[config.mk]
export PLATFORM = sky130hd
export DESIGN_NAME = uart_rx_fifo
export DESIGN_NICKNAME = d
export VERILOG_FILES = /design/src/rtl/uart_rx_fifo.sv
export SDC_FILE = /design/constraint.sdc
export NUM_CORES = 1
export LEC_CHECK = 0
export ABC_AREA = 1
export ABC_CLOCK_PERIOD_IN_PS = 4650
export CAP_MARGIN = 40
export CORE_MARGIN = 2
export CORE_UTILIZATION = 50
export CTS_CLUSTER_DIAMETER = 60
export DETAILED_ROUTE_END_ITERATION = 7
export HOLD_SLACK_MARGIN = 0.02
export PLACE_DENSITY = 0.71
export SLEW_MARGIN = 25
export SYNTH_ARGS = -nofsm -noshare
export SYNTH_HDL_FRONTEND = slang
export SYNTH_SLANG_ARGS = --single-unit
[constraint.sdc]
create_clock -name sys_clk -period 4.65 [get_ports sys_clk]
set_clock_uncertainty 0.1 [all_clocks]
set_input_delay 0.93 -clock sys_clk [delete_from_list [all_inputs] [get_ports sys_clk]]
set_output_delay 0.93 -clock sys_clk [all_outputs]
set_load 0.01 [all_outputs]
[src/rtl/uart_rx_fifo.sv]
// uart_rx_fifo: receive buffer between uart_rx and the CPU UART data/handshake registers.
// Bytes are drained from uart_rx over a level handshake (in_ready / in_clear) and
// stored in a circular FIFO. The head byte and a non-empty flag are presented to the
// CPU read mux. The CPU pops with a read strobe (rd_ack) from a foreign clock domain.
// Head outputs (out_ready/out_data) lag the FIFO state by one sys_clk edge.

module uart_rx_fifo #(
    parameter int DEPTH_LOG2 = 4,
    parameter int DATA_W     = 8
) (
    input  logic                  sys_clk,
    input  logic                  RESET_n,
    input  logic [DATA_W-1:0]     in_data,
    input  logic                  in_ready,
    output logic                  in_clear,
    output logic [DATA_W-1:0]     out_data,
    output logic                  out_ready,
    input  logic                  rd_ack,
    output logic [DEPTH_LOG2:0]   count,
    output logic                  overflow,
    input  logic                  ovf_clr
);

    localparam int                  DEPTH   = 2 ** DEPTH_LOG2;
    localparam logic [DEPTH_LOG2:0] CNT_FULL = (DEPTH_LOG2 + 1)'(DEPTH);
    localparam logic [DEPTH_LOG2:0] CNT_ONE  = (DEPTH_LOG2 + 1)'(1);
    localparam logic [DEPTH_LOG2:0] CNT_ZERO = '0;
    localparam logic [DEPTH_LOG2-1:0] PTR_ONE = (DEPTH_LOG2)'(1);

    // Ingest handshake state: IDLE waits for a byte, CLEAR waits for uart_rx to drop in_ready.
    typedef enum logic {
        ST_IDLE  = 1'b0,
        ST_CLEAR = 1'b1
    } ingest_t;

    ingest_t                 state;
    logic [DATA_W-1:0]       mem [DEPTH];
    logic [DEPTH_LOG2-1:0]   wr_ptr;
    logic [DEPTH_LOG2-1:0]   rd_ptr;

    // rd_ack synchronizer (s1, s2) and history flop (s3) for rising-edge detection.
    logic                    ack_s1;
    logic                    ack_s2;
    logic                    ack_s3;

    logic                    pop_req;
    logic                    pop_eff;
    logic                    push_try;
    logic                    push_acc;
    logic                    push_drop;

    // A pop request is the first cycle the synchronized strobe is seen high.
    assign pop_req   = ack_s2 & ~ack_s3;
    // Popping an empty FIFO is a no-op.
    assign pop_eff   = pop_req && (count != CNT_ZERO);
    // One push attempt per in_ready assertion: only IDLE samples a new byte.
    assign push_try  = (state == ST_IDLE) && in_ready;
    // A full FIFO still accepts a byte when a pop frees the slot on the same edge.
    assign push_acc  = push_try && ((count != CNT_FULL) || pop_eff);
    assign push_drop = push_try && !push_acc;

    // Bring the asynchronous CPU read strobe into sys_clk and keep one cycle of history.
    always_ff @(posedge sys_clk) begin
        // NOTE: sequential state uses non-blocking assignments so every flop samples
        // pre-edge values; a blocking chain here would collapse the synchronizer.
        if (!RESET_n) begin
            ack_s1 <= 1'b0;
            ack_s2 <= 1'b0;
            ack_s3 <= 1'b0;
        end else begin
            ack_s1 <= rd_ack;
            ack_s2 <= ack_s1;
            ack_s3 <= ack_s2;
        end
    end

    // Byte storage; writes are suppressed while reset is asserted.
    always_ff @(posedge sys_clk) begin
        // NOTE: the storage array is deliberately not reset; count/pointers define
        // which entries are valid, so stale contents are never observed.
        if (RESET_n && push_acc) begin
            mem[wr_ptr] <= in_data;
        end
    end

    // Ingest FSM, pointers, occupancy, sticky overflow and registered head outputs.
    always_ff @(posedge sys_clk) begin
        if (!RESET_n) begin
            state     <= ST_IDLE;
            in_clear  <= 1'b0;
            wr_ptr    <= '0;
            rd_ptr    <= '0;
            count     <= '0;
            overflow  <= 1'b0;
            out_ready <= 1'b0;
            out_data  <= '0;
        end else begin
            unique case (state)
                ST_IDLE: begin
                    if (in_ready) begin
                        in_clear <= 1'b1;
                        state    <= ST_CLEAR;
                    end
                end
                ST_CLEAR: begin
                    if (!in_ready) begin
                        in_clear <= 1'b0;
                        state    <= ST_IDLE;
                    end
                end
                default: begin
                    in_clear <= 1'b0;
                    state    <= ST_IDLE;
                end
            endcase

            if (push_acc) begin
                wr_ptr <= wr_ptr + PTR_ONE;
            end
            if (pop_eff) begin
                rd_ptr <= rd_ptr + PTR_ONE;
            end

            // Simultaneous accepted push and effective pop leave occupancy unchanged.
            if (push_acc && !pop_eff) begin
                count <= count + CNT_ONE;
            end else if (pop_eff && !push_acc) begin
                count <= count - CNT_ONE;
            end

            // A drop on the same edge as ovf_clr keeps the flag set.
            if (push_drop) begin
                overflow <= 1'b1;
            end else if (ovf_clr) begin
                overflow <= 1'b0;
            end

            // Head view follows the settled FIFO state one edge later, so a freshly
            // written entry is already in mem when it is presented.
            out_ready <= (count != CNT_ZERO);
            if (count != CNT_ZERO) begin
                out_data <= mem[rd_ptr];
            end
        end
    end

endmodule

==> out/metrics.csv <==
stage,metric,value,unit
global_route,met1 Usage GRT,0.289,
final_layout,share of cells above drive strength 1,0.0534,
route,routed vias/inst,5.19,
yosys,"Seq/Total Area, Yosys",0.649,
route,drt initial violations,486,
yosys,mapped cell area,6790,um^2
floorplanning,chip width,121,um
setup_path,Worst path slowest cell,clkdlybuf4s50_1,
yosys,syn_nets,717,
yosys,most frequent cell after synthesis,nand2_1,
yosys,distinct cell type count after synthesis,23,
global_route,GRT Total Usage,0.222,
yosys,Yosys top cell area share,0.566,
floorplanning,# rows,42,
setup_path,CP Launch Type,input pin,
global_route,GR Util met3,0.0425,
route,DR vias,4700,
setup_path,Reg2Reg Depth,14,
final_layout,# diodes,0,
setup_path,Reg2Reg Setup Slack,1.92,ns
setup_path,"Cell Chain, Critical Path","clkdlybuf4s50_1, ha_1, nand2_1, inv_1, ha_1, inv_1, fa_1, a21oi_1, nor2_1, o21bai_1, nand2_1, nand2_1, a21oi_1",
route,Wirelength per Cell,16.5,um
timing,RSZ-0062 raised after global routing,false,
power,P_leak,3.31,nW
power,Power Total,3.51,mW
clock_tree,TritonCTS Buffers,17,
clock_tree,clock slew at reported path FFs,0.06,ns
timing,max-slew violations,0,
setup_path,worst-path fanout max,8,
place,post-DP HPWL,9700,um
setup_path,crit-path most repeated cell,nand2_1,
route,post-route ant nets,0,
global_route,GR Util met2,0.355,
power,Max IR drop VDD,0.000353,V
yosys,fraction of the mapped netlist area in compound gates,0.0181,
route,Post-Route WL,15000,um
global_route,GR Overflow Total,0,
yosys,main flop type after synthesis,edfxtp_1,
flow_run,# Max-Cap Violations,0,
timing,Relative slew margins,0.450,
yosys,Synth Area in XOR/XNOR,0.00774,
yosys,number of synthesized flops with an enable pin,128,
yosys,adder-cell area share of the yosys netlist,0.0214,
timing,Hold Fails Final Rpt,0,
yosys,synth top area cells,"edfxtp_1, nand2_1, dfxtp_1",
clock_tree,Hold Buf Count CTS,0,
global_route,busiest metal layer after global routing,met2,
setup_path,Setup Crit Path Kind,input pin to register,
setup_path,CP Capture Type,register,
yosys,"FF+latch count, synth",156,
global_route,largest net degree at the start of global routing,68,
floorplanning,Initial Util,0.512,
yosys,largest family of logic cells by synthesized area,simple AND/OR/NAND/NOR gates,
timing,worst-margin pin slew,0.822,ns
setup_path,Worst Setup SP,in_ready,
yosys,dominant cell type by area after synthesis,edfxtp_1,
clock_tree,clock tree sinks,156,
floorplanning,Die ar.,14500,um^2
yosys,Synthesis Warnings,0,
yosys,Mean Syn Cell Area,9.79,um^2
clock_tree,CTS Buffer Depth,2,
floorplanning,Chip Height,121,um
status,status,finished clean,
floorplanning,core area,13200,um^2
setup_path,Worst path max stage delay,0.48,ns
place,Buffers on Ports,28,
final_layout,Final #Nets,741,
setup_path,end of the critical path,count[4]$_SDFFE_PN0P_,
route,DRC,0,
setup_path,Reg-to-Reg Start,count[0]$_SDFFE_PN0P_,
yosys,fraction of registers with async set/reset,0,
clock_tree,"Gates resized, CTS repair",0,
global_route,vias in the first global route,4609,
yosys,Post-Synthesis Cells,693,
yosys,Commonest cells post-synth,"nand2_1, edfxtp_1, inv_1, nand3_1, nor2_1",
yosys,mux contribution to synthesized area,0,
setup_path,Arrival @ worst endpoint,3.19,ns
clock_tree,Clock Tree Root,clkbuf_16,
place,GP Congestion,0.876,
clock_tree,CTS tree,yes,
clock_tree,clock latency at the later pin of the worst-skew pair,0.43,ns
timing,TNS Setup,0,ns
route,drt pass-1 iters,5,
timing,final setup vio count,0,
timing,crit path time final,2.99,ns
clock_tree,"Setup Fix Bufs, Post-CTS",0,
setup_path,CP required,4.84,ns
floorplanning,io pins,29,
yosys,Post-Synth Simple-Gate Area,0.223,
global_route,first-pass GRT wire length,23900,um
final_layout,P&R area growth vs syn,15.4,%
final_layout,post-layout util,0.592,
power,pwr/cell area,448,nW/um^2
min_path,worst hold path class,register to register,
setup_path,Reg-to-Reg End,count[4]$_SDFFE_PN0P_,
global_route,antenna violations before repair,0,
timing,post-route clock period utilization,0.644,
clock_tree,CTS H-tree depth,4,
timing,fmax,334,MHz
-- cells by family after synthesis --
family	after synthesis
buffers and inverters	128
AND/OR/NAND/NOR	368
adder cells (fa/ha/maj)	11
flip-flops	156
AO/OA/AOI/OAI	24
XOR/XNOR	6
-- cells in the final DEF (no fill, tap or decap), types with 10 or more instances in the layout --
master and count:
nand2_1 225, edfxtp_1 128, inv_1 97, nand3_1 96, nor2_1 43, clkdlybuf4s50_1 28, dfxtp_1 27, clkbuf_16 17
a21oi_1 14, ha_1 10
-- metrics by stage --
step	cell area (um^2)	instances	setup slack, ns	hold WS (ns)
5_1_grt	7830	906	1.41	0.342
6_report	7830	906	1.66	0.324
2_1_floorplan	6790	693	1.93	0.290
3_3_place_gp	7130	870	1.27	0.305
3_5_place_dp	7160	872	1.19	0.315
4_1_cts	7810	904	1.65	0.329
-- registers in the layout, indices dropped and copies added (netlist names), 4 cells and up --
name / flops
count: 5
mem: 128
out_data: 8
rd_ptr: 4
wr_ptr: 4
-- how the worst min path moves through the flow --
stage	start	cells past startpoint	slack, ns	end
2_1_floorplan	ack_s1$_SDFF_PN0_	2	0.29	ack_s2$_SDFF_PN0_
3_3_place_gp	ack_s1$_SDFF_PN0_	2	0.30	ack_s2$_SDFF_PN0_
3_5_place_dp	ack_s1$_SDFF_PN0_	2	0.31	ack_s2$_SDFF_PN0_
4_1_cts	ack_s1$_SDFF_PN0_	2	0.33	ack_s2$_SDFF_PN0_
5_1_grt	ack_s1$_SDFF_PN0_	2	0.34	ack_s2$_SDFF_PN0_
6_report	ack_s1$_SDFF_PN0_	2	0.32	ack_s2$_SDFF_PN0_
-- worst max-delay path, delay by kind of cell --
family	cells	cell delay, ns
AO/OA/AOI/OAI	3	0.35
adder cells (fa/ha/maj)	3	0.79
buffers and inverters	3	0.78
AND/OR/NAND/NOR	4	0.33
-- per-layer routing --
| metal | part of all wire | wire length, um |
|---|---|---|
| met3 | 0.068 | 1030 |
| met1 | 0.41 | 6130 |
| met2 | 0.49 | 7300 |
| met4 | 0.035 | 530 |
| met5 | 0 | 0 |
-- where the power goes --
| group | internal [mW] | switching [mW] |
|---|---|---|
| clock network | 0.969 | 0.533 |
| logic | 0.162 | 0.261 |
| registers | 1.56 | 0.0300 |
| total | 2.69 | 0.824 |
-- final cells by class --
class,count,area [um^2]
Fill cell,1090,5410
Multi-Input combinational cell,409,1830
Sequential cell,156,4410
Tap cell,176,220
Clock inverter,10,191
Clock buffer,22,454
Timing Repair Buffer,34,357
Inverter,99,372
Power figures use the tool's default switching activity.
